==> src/rtl/ctrl_seq.sv <==
// rtl/ctrl_seq.sv - multi-cycle control sequencer for a simple accumulator datapath
//
// Purpose: walks each instruction through FETCH, DECODE, EXEC1 and, for movb/movc
// only, EXEC2, and drives the datapath strobes for the decoded operation.
// Optional feature macro: CTRL_SEQ_ILLEGAL_TRAP_EN. When it is defined, a DECODE cycle
// with no instruction line high traps to HALT and sets a sticky illegal flag. When it
// is undefined, that case behaves as nop and illegal is tied low.
//
// Ports:
//   clk, rst                        clock, synchronous active-high reset
//   run                             level enable, sampled in IDLE and after the last EXEC
//   mova .. halt                    one-hot decoded-instruction lines
//   z, c                            ALU flags, used by jz/jc in EXEC1
//   dec_en                          decoder enable (DECODE)
//   ir_ld, pc_inc, pc_ld, mem_rd,
//   mem_wr, reg_we, in_en, out_en   datapath strobes
//   alu_op                          ALU function select
//   halted, illegal, state          status and debug outputs
module ctrl_seq (
    input  logic       clk,
    input  logic       rst,
    input  logic       run,
    input  logic       mova,
    input  logic       movb,
    input  logic       movc,
    input  logic       add,
    input  logic       sub,
    input  logic       and1,
    input  logic       not1,
    input  logic       rsr,
    input  logic       rsl,
    input  logic       jmp,
    input  logic       jz,
    input  logic       jc,
    input  logic       in1,
    input  logic       out1,
    input  logic       nop,
    input  logic       halt,
    input  logic       z,
    input  logic       c,
    output logic       dec_en,
    output logic       ir_ld,
    output logic       pc_inc,
    output logic       pc_ld,
    output logic       mem_rd,
    output logic       mem_wr,
    output logic       reg_we,
    output logic       in_en,
    output logic       out_en,
    output logic [2:0] alu_op,
    output logic       halted,
    output logic       illegal,
    output logic [2:0] state
);

    localparam logic [2:0] S_IDLE   = 3'd0;
    localparam logic [2:0] S_FETCH  = 3'd1;
    localparam logic [2:0] S_DECODE = 3'd2;
    localparam logic [2:0] S_EXEC1  = 3'd3;
    localparam logic [2:0] S_EXEC2  = 3'd4;
    localparam logic [2:0] S_HALT   = 3'd5;

    // Bit positions of the instruction lines; lower index wins when several are high.
    localparam int OP_MOVA = 0;
    localparam int OP_MOVB = 1;
    localparam int OP_MOVC = 2;
    localparam int OP_ADD  = 3;
    localparam int OP_SUB  = 4;
    localparam int OP_AND  = 5;
    localparam int OP_NOT  = 6;
    localparam int OP_RSR  = 7;
    localparam int OP_RSL  = 8;
    localparam int OP_JMP  = 9;
    localparam int OP_JZ   = 10;
    localparam int OP_JC   = 11;
    localparam int OP_IN   = 12;
    localparam int OP_OUT  = 13;
    localparam int OP_NOP  = 14;
    localparam int OP_HALT = 15;

    logic [2:0]  state_q, state_d;
    logic [15:0] op_q, op_d;
    logic [15:0] lines;
    logic [15:0] op_sel;
    logic        no_line;
    logic        unused_op_bits;

    assign lines = {halt, nop, out1, in1, jc, jz, jmp, rsl, rsr,
                    not1, and1, sub, add, movc, movb, mova};

    // Keep only the lowest set bit, which is the highest-priority instruction.
    assign op_sel  = lines & (~lines + 16'd1);
    assign no_line = (lines == 16'd0);

    // The op register is loaded only at the end of DECODE. An all-zero value means
    // "no operation" and produces no strobes in EXEC1.
    assign op_d = (state_q == S_DECODE) ? op_sel : op_q;

    // nop and halt never drive a strobe from the op register.
    assign unused_op_bits = ^{op_q[OP_NOP], op_q[OP_HALT]};

    // State and op register
    always_ff @(posedge clk) begin
        if (rst) begin
            state_q <= S_IDLE;
            op_q    <= 16'd0;
        end else begin
            state_q <= state_d;
            op_q    <= op_d;
        end
    end

`ifdef CTRL_SEQ_ILLEGAL_TRAP_EN
    logic illegal_q, illegal_d;

    // The flag is sticky: only rst clears it.
    assign illegal_d = illegal_q | ((state_q == S_DECODE) & no_line);

    always_ff @(posedge clk) begin
        if (rst) begin
            illegal_q <= 1'b0;
        end else begin
            illegal_q <= illegal_d;
        end
    end

    assign illegal = illegal_q;
`else
    assign illegal = 1'b0;
`endif

    // Next-state logic
    always_comb begin
        state_d = S_IDLE;
        case (state_q)
            S_IDLE:   state_d = run ? S_FETCH : S_IDLE;
            S_FETCH:  state_d = S_DECODE;
            S_DECODE: begin
                if (no_line) begin
`ifdef CTRL_SEQ_ILLEGAL_TRAP_EN
                    state_d = S_HALT;
`else
                    state_d = S_EXEC1;
`endif
                end else if (op_sel[OP_HALT]) begin
                    state_d = S_HALT;
                end else begin
                    state_d = S_EXEC1;
                end
            end
            S_EXEC1: begin
                if (op_q[OP_MOVB] | op_q[OP_MOVC]) begin
                    state_d = S_EXEC2;
                end else begin
                    state_d = run ? S_FETCH : S_IDLE;
                end
            end
            S_EXEC2:  state_d = run ? S_FETCH : S_IDLE;
            S_HALT:   state_d = S_HALT;
            default:  state_d = S_IDLE;
        endcase
    end

    // Output logic. Everything is a function of state_q and op_q, except pc_ld for
    // jz/jc, which follows the live flag inputs during EXEC1.
    always_comb begin
        dec_en = 1'b0;
        ir_ld  = 1'b0;
        pc_inc = 1'b0;
        pc_ld  = 1'b0;
        mem_rd = 1'b0;
        mem_wr = 1'b0;
        reg_we = 1'b0;
        in_en  = 1'b0;
        out_en = 1'b0;
        alu_op = 3'b000;
        case (state_q)
            S_FETCH: begin
                mem_rd = 1'b1;
                ir_ld  = 1'b1;
                pc_inc = 1'b1;
            end
            S_DECODE: dec_en = 1'b1;
            S_EXEC1: begin
                if (op_q[OP_MOVA]) reg_we = 1'b1;
                if (op_q[OP_MOVC]) mem_rd = 1'b1;
                if (op_q[OP_ADD]) begin reg_we = 1'b1; alu_op = 3'b001; end
                if (op_q[OP_SUB]) begin reg_we = 1'b1; alu_op = 3'b010; end
                if (op_q[OP_AND]) begin reg_we = 1'b1; alu_op = 3'b011; end
                if (op_q[OP_NOT]) begin reg_we = 1'b1; alu_op = 3'b100; end
                if (op_q[OP_RSR]) begin reg_we = 1'b1; alu_op = 3'b101; end
                if (op_q[OP_RSL]) begin reg_we = 1'b1; alu_op = 3'b110; end
                pc_ld = op_q[OP_JMP] | (op_q[OP_JZ] & z) | (op_q[OP_JC] & c);
                if (op_q[OP_IN]) begin in_en = 1'b1; reg_we = 1'b1; end
                if (op_q[OP_OUT]) out_en = 1'b1;
            end
            S_EXEC2: begin
                reg_we = op_q[OP_MOVC];
                mem_wr = op_q[OP_MOVB];
            end
            default: ;
        endcase
    end

    assign halted = (state_q == S_HALT);
    assign state  = state_q;

endmodule
==> config.mk <==
export PLATFORM = sky130hd
export DESIGN_NAME = ctrl_seq
export DESIGN_NICKNAME = d
export VERILOG_FILES = /design/src/rtl/ctrl_seq.sv
export SDC_FILE = /design/constraint.sdc
export NUM_CORES = 1
export LEC_CHECK = 0
export ABC_AREA = 0
export ABC_CLOCK_PERIOD_IN_PS = 3620
export CAP_MARGIN = 20
export CORE_MARGIN = 2
export CORE_UTILIZATION = 42
export DETAILED_ROUTE_END_ITERATION = 7
export PLACE_DENSITY = 0.79
export SLEW_MARGIN = 20
export SYNTH_ARGS = -nofsm -noshare
export SYNTH_HDL_FRONTEND = slang
export SYNTH_SLANG_ARGS = --single-unit
==> constraint.sdc <==
create_clock -name clk -period 3.62 [get_ports clk]
set_clock_uncertainty 0.1 [all_clocks]
set_input_delay 0.724 -clock clk [delete_from_list [all_inputs] [get_ports clk]]
set_output_delay 0.724 -clock clk [all_outputs]
set_load 0.01 [all_outputs]
==> impl_metrics.csv, run 1 <==
group,metric,value,unit
status,status,"complete, no violations",
logic_synthesis,synthesis.nets,146,
sta,setup_violations_final,0,
finish,drive_gt1_frac,0.0570,
clocking,numCtsBuffers,3,
clocking,h-tree-depth,1,
finish,final_cell_count_no_fill,185,
floorplan,initial_core_util,0.457,
setup_path,worst_path_bufs_invs,2,
sta,max_transition_viols_final,0,
sta,worst_pin_slew,0.630,ns
clocking,clock_path_buffers,2,
power,total_leakage_power,0.437,nW
setup_path,timing.critical_path.fanout_max,15,
power,total_power_draw,0.441,mW
run,max_cap_violations,0,
setup_path,kind_of_critical_path,"reg2out",
logic_synthesis,netlist-cell-type-count,37,
clocking,post_cts.repair.setup_buffers,0,
finish,nFillCells,183,
place,dp_cells,181,
global_route,grtUsageTotal,0.185,
worst_hold_path,min-delay-path-class,"reg2reg",
finish,design.final.nets,180,
setup_path,worstPathRequired,2.80,ns
floorplan,floorplan_die_height,50.9,µm
floorplan,fp-row-count,16,
setup_path,startpoint_type,"flip-flop",
place,dpl-instance-area,1280,µm²
route,wire_per_inst,12.5,µm
sta,finalHoldViolations,0,
floorplan,fp.dieW,50.9,µm
logic_synthesis,synthSimpleGateAreaFrac,0.396,
setup_path,worst_path_largest_cell_delay,0.61,ns
logic_synthesis,netlist_instances,125,
sta,layout_min_cycle_time,3.05,ns
logic_synthesis,ys.warnings.count,0,
setup_path,path_cells,"or3b_1 -> inv_2 -> clkdlybuf4s50_1",
logic_synthesis,post_synthesis_register_bit_count,17,
logic_synthesis,synth_xor_area_frac,0.00949,
place,hpwl,1810,µm
logic_synthesis,synth_sequential_area_ratio,0.369,
route,remaining_antenna_violation_count_after_routing,0,
logic_synthesis,synth.mux.area_fraction,0,
global_route,grt_start_max_net_pins,18,
power,total_power_density_per_cell_area,338,nW/µm²
clocking,ctsRootBufferMaster,"sky130_fd_sc_hd__clkbuf_4",
setup_path,regToRegSetupSlack,1.80,ns
logic_synthesis,avgSynthCellArea,7.39,µm²
clocking,worst_setup_hold_path_clk_slew,0.10,ns
clocking,worstSkewPairLatency,0.29,ns
finish,n_antenna_cell,0,
route,drt_wl_total,2320,µm
setup_path,critical_path.endpoint_type,"output port",
logic_synthesis,synth_enable_flop_cells,0,
logic_synthesis,yosys.area_share.adder,0,
finish,regArea,340,µm²
global_route,antenna_violations_before_repair,0,
clocking,cts.hold.buffers_added,0,
floorplan,die_area,2590,µm²
place,io_buffer_count,36,
finish,finish.instance_area,1310,µm²
clocking,postCtsResizedCells,0,
route,detailedRoute.firstPassIterationCount,4,
route,remaining_drc_errors,0,
route,dr_total_vias,1008,
route,routed_via_density,5.45,
finish,finalCoreUtilization,0.645,
setup_path,crit_family,"buffers and inverters",
logic_synthesis,commonest_register_cell_after_synthesis,"sky130_fd_sc_hd__dfxtp_1",
sta,slew_limit_headroom,0.579,
global_route,first_global_vias,880,
power,vdd.ir_drop.worst,0.000211,V
floorplan,core_area,2020,µm²
logic_synthesis,largest_family_of_logic_cells_by_synthesized_area,"simple AND/OR/NAND/NOR gates",
sta,layout_worst_path_cycle_share,0.842,
clocking,cts_tree,"done",
finish,area_taken_by_multi_input_logic_gates,526,µm²
logic_synthesis,netlist_area,923,µm²
route,drt_iter0_drc,46,
sta,finalSetupTns,0,ns
sta,grt_setup_unrepaired,"false",
clocking,clock_sink_count,17,
place,finalWeightedCongestion,0.763,
setup_path,critical_path_cell_with_the_highest_stage_delay,"sky130_fd_sc_hd__or3b_1",
finish,syn_to_layout_area_delta,41.3,%
setup_path,cp_data_arrival_time,2.22,ns
sta,fmax_achieved,0.328,GHz
logic_synthesis,async_reset_ff_frac,0,
global_route,grt_pass1_wl,3700,µm
global_route,global_route_total_overflow,0,
logic_synthesis,fraction_of_the_mapped_netlist_area_in_compound_gates,0.160,
floorplan,num_io_pins,38,
-- report_power, final --
part           internal, mW  switching (mW)  total [mW]
Clock                0.0429          0.0622       0.105
Sequential            0.195          0.0124       0.207
Combinational        0.0637          0.0650       0.129
-- final cells by class --
type,instances,area share
Multi-Input combinational cell,96,0.403
Sequential cell,17,0.261
Tap cell,27,0.0259
Clock buffer,4,0.0201
Timing Repair Buffer,36,0.276
Inverter,5,0.0144
-- cell usage in the layout (no fill, tap or decap), types with 2 or more instances in the layout --
master | netlist | layout
sky130_fd_sc_hd__or3_1 | 3 | 3
sky130_fd_sc_hd__nand2b_1 | 2 | 2
sky130_fd_sc_hd__nand3_1 | 4 | 4
sky130_fd_sc_hd__nor3_1 | 5 | 5
sky130_fd_sc_hd__inv_1 | 4 | 4
sky130_fd_sc_hd__clkdlybuf4s50_1 | 0 | 36
sky130_fd_sc_hd__a31oi_1 | 2 | 2
sky130_fd_sc_hd__a21oi_1 | 14 | 14
sky130_fd_sc_hd__nor2b_1 | 2 | 2
sky130_fd_sc_hd__dfxtp_1 | 17 | 17
sky130_fd_sc_hd__nor2_1 | 18 | 18
sky130_fd_sc_hd__o21ai_1 | 3 | 3
sky130_fd_sc_hd__clkbuf_4 | 0 | 3
sky130_fd_sc_hd__o21ai_0 | 2 | 2
sky130_fd_sc_hd__nand4_1 | 3 | 3
sky130_fd_sc_hd__and3_1 | 2 | 2
sky130_fd_sc_hd__nand4b_1 | 3 | 3
sky130_fd_sc_hd__nand2_1 | 16 | 16
-- registers in the layout (all words and copies together), names as in the netlist --
name	cells
op_q	14
state	3
-- kinds of logic (layout without fill, tap and decap cells) --
| logic type | Yosys count | count (layout) |
|---|---|---|
| xor gates and xnor gates | 1 | 1 |
| other | 1 | 1 |
| buffers and inverters | 12 | 45 |
| AOI/OAI and AO/OA | 26 | 26 |
| DFF | 17 | 17 |
| and+or+nand+nor | 68 | 68 |
-- worst reg2reg max path, cell delays in order (launching register included) --
cell and delay [ns]:
sky130_fd_sc_hd__dfxtp_1 0.46, sky130_fd_sc_hd__or3b_1 0.61, sky130_fd_sc_hd__inv_2 0.28, sky130_fd_sc_hd__nand4_1 0.13, sky130_fd_sc_hd__a21oi_1 0.17
-- cells in the mapped netlist (2+ instances only) --
library cell                n  area share
sky130_fd_sc_hd__nor2b_1    2       0.014
sky130_fd_sc_hd__nand2b_1   2       0.014
sky130_fd_sc_hd__nor3_1     5       0.027
sky130_fd_sc_hd__nand4b_1   3       0.028
sky130_fd_sc_hd__o21ai_0    2       0.011
sky130_fd_sc_hd__nand2_1   16       0.065
sky130_fd_sc_hd__o21ai_1    3       0.016
sky130_fd_sc_hd__nor2_1    18       0.073
sky130_fd_sc_hd__dfxtp_1   17        0.37
sky130_fd_sc_hd__inv_1      4       0.016
sky130_fd_sc_hd__nand3_1    4       0.022
sky130_fd_sc_hd__a31oi_1    2       0.014
sky130_fd_sc_hd__clkbuf_1   3       0.012
sky130_fd_sc_hd__a21oi_1   14       0.076
sky130_fd_sc_hd__and3_1     2       0.014
sky130_fd_sc_hd__nand4_1    3       0.020
sky130_fd_sc_hd__buf_4      3       0.024
sky130_fd_sc_hd__or3_1      3       0.020
-- layer usage --
layer,up-vias,global-route usage,share of wire
met3,0,0.0263,0.053
met1,469,0.227,0.46
met2,36,0.336,0.49
li1,503,-,-
met5,-,0,0
met4,0,0.0541,0
-- final timing paths --
check,to,cells after the start,start
setup reg to reg,op_q[10],4,state[1]
hold reg to reg,op_q[13],2,op_q[13]
hold / removal,op_q[13],2,op_q[13]
setup / recovery,dec_en,3,state[1]
-- per-stage QoR --
| stage | hold slack (ns) | setup WS, ns |
|---|---|---|
| after CTS | 0.357 | 0.579 |
| after detailed placement | 0.344 | 0.727 |
| final | 0.358 | 0.573 |
| after global placement | 0.335 | 0.730 |
| after floorplan | 0.321 | 1.59 |
| after global routing | 0.394 | 0.464 |
(Power assumes the default switching activity.)
==> inputs of run 2 (changes only) <==
ABC_CLOCK_PERIOD_IN_PS = 2590   (was 3620)
CORE_UTILIZATION = 38   (was 42)
PLACE_DENSITY = 0.75   (was 0.79)
clock period = 2.59 ns   (was 3.62 ns; I/O delays follow)
==> impl_metrics.csv, run 2 (synthesis results as in run 1) <==
group,metric,value,unit
clocking,clock_path_buffers,2,
route,dr_total_vias,1006,
route,routed_via_density,5.35,
clocking,cts_tree,"done",
finish,finalCoreUtilization,0.592,
place,io_buffer_count,36,
run,max_cap_violations,0,
setup_path,setup.worst_path.start,"state[0]",
power,total_power_density_per_cell_area,469,nW/µm²
route,drt_iter0_drc,16,
finish,design.final.nets,182,
finish,largest_register,"op_q",
finish,finish.instance_area,1340,µm²
worst_hold_path,worstHoldPathCells,2,
power,total_power_draw,0.626,mW
global_route,grtUsageTotal,0.176,
floorplan,floorplan_die_height,53.3,µm
worst_hold_path,worst_hold_startpoint,"op_q[13]",
setup_path,critical_path.endpoint_type,"output port",
global_route,global_route_total_overflow,0,
floorplan,core_area,2250,µm²
finish,layout.cells.most_common,"sky130_fd_sc_hd__clkdlybuf4s50_1",
finish,largest_reg_flops,14,
place,finalWeightedCongestion,0.793,
setup_path,startpoint_type,"flip-flop",
sta,finalHoldViolations,0,
sta,layout_worst_path_cycle_share,0.964,
setup_path,cp_data_arrival_time,1.88,ns
finish,final_cell_count_no_fill,188,
setup_path,worstPathRequired,1.97,ns
floorplan,initial_core_util,0.410,
global_route,grt_start_max_net_pins,18,
floorplan,die_area,2840,µm²
power,vdd.ir_drop.worst,0.000274,V
sta,fmax_achieved,0.400,GHz
clocking,worstSkewPairLatency,0.29,ns
status,status,"complete, no violations",
global_route,m3_gr_usage,0.0424,
floorplan,fp-row-count,17,
sta,layout_min_cycle_time,2.50,ns
global_route,most_heavily_used_metal_layer_in_global_routing,"met2",
global_route,antenna_violations_before_repair,0,
power,total_leakage_power,0.449,nW
finish,syn_to_layout_area_delta,44.6,%
floorplan,num_io_pins,38,
finish,nFillCells,236,
clocking,clock_sink_count,17,
setup_path,timing.critical_path.fanout_max,13,
clocking,post_cts.repair.setup_buffers,0,
clocking,h-tree-depth,1,
worst_hold_path,min-delay-path-class,"reg2reg",
setup_path,kind_of_critical_path,"reg2out",
finish,layout_common_cells,"36 x sky130_fd_sc_hd__clkdlybuf4s50_1, 18 x sky130_fd_sc_hd__nor2_1, 16 x sky130_fd_sc_hd__dfxtp_1, 15 x sky130_fd_sc_hd__nand2_1, 14 x sky130_fd_sc_hd__a21oi_1",
route,wire_per_inst,12.2,µm
place,dp_cells,184,
setup_path,worst_r2r_path_depth,4,
finish,drive_gt1_frac,0.0938,
floorplan,fp.dieW,53.3,µm
place,hpwl,1800,µm
route,remaining_antenna_violation_count_after_routing,0,
clocking,ctsRootBufferMaster,"sky130_fd_sc_hd__clkbuf_4",
sta,grt_setup_unrepaired,"false",
clocking,worst_setup_hold_path_clk_slew,0.10,ns
sta,finalSetupTns,0,ns
global_route,fraction_of_met1_tracks_used_by_global_routing,0.200,
setup_path,crit-reg2reg-launch,"state[0]",
global_route,first_global_vias,832,
clocking,numCtsBuffers,3,
sta,slew_limit_headroom,0.620,
route,drt_wl_total,2290,µm
place,dpl-instance-area,1290,µm²
sta,setup_violations_final,0,
global_route,grt_pass1_wl,3630,µm
global_route,grtUsageMet2,0.315,
route,remaining_drc_errors,0,
route,detailedRoute.firstPassIterationCount,4,
clocking,cts.hold.buffers_added,0,
sta,worst_pin_slew,0.569,ns
sta,max_transition_viols_final,0,
finish,n_antenna_cell,0,
run 2: repair_timing:
action | 4_1_cts | 5_1_grt
hold endpoints to repair | 0 | 0
gates resized for setup | 0 | 5
endpoints found under the setup margin | 0 | 5
run 2: worst paths after layout:
check,to,slack [ns]
setup reg to reg,op_q[4],0.97
hold / removal,op_q[13],0.35
setup / recovery,dec_en,0.09
hold reg to reg,op_q[13],0.35
run 2: where the power goes:
group | leakage, nW | switching (mW) | internal (mW)
Sequential | 0.138 | 0.0193 | 0.273
Clock | 0.0150 | 0.0794 | 0.0599
Combinational | 0.296 | 0.0940 | 0.101
run 2: final cells by class:
cell class | instances | area (µm²) | area share
Inverter | 5 | 21.3 | 0.0159
Multi-Input combinational cell | 96 | 536 | 0.401
Tap cell | 28 | 35.0 | 0.0262
Sequential cell | 17 | 342 | 0.256
Timing Repair Buffer | 38 | 375 | 0.281
Clock buffer | 4 | 26.3 | 0.0197
run 2: metrics by stage:
stage          setup WS (ns)  hold slack, ns
2_1_floorplan          0.768           0.321
3_3_place_gp           0.209           0.332
3_5_place_dp           0.164           0.338
4_1_cts               0.0229           0.351
5_1_grt               0.0178           0.389
6_report              0.0927           0.348
run 2: routing by layer:
layer  share of wire  wire length (µm)  up-vias
met1            0.43               991      469
met3           0.049               112        5
met2            0.51              1160       24
met5               0                 0        -
li1                -                 -      508
met4           0.013                29        0
run 2: critical path: stages, from the launching register on:
cell and delay (ns):
sky130_fd_sc_hd__dfxtp_1 0.41, sky130_fd_sc_hd__or3b_1 0.46, sky130_fd_sc_hd__inv_4 0.15, sky130_fd_sc_hd__clkdlybuf4s50_1 0.55
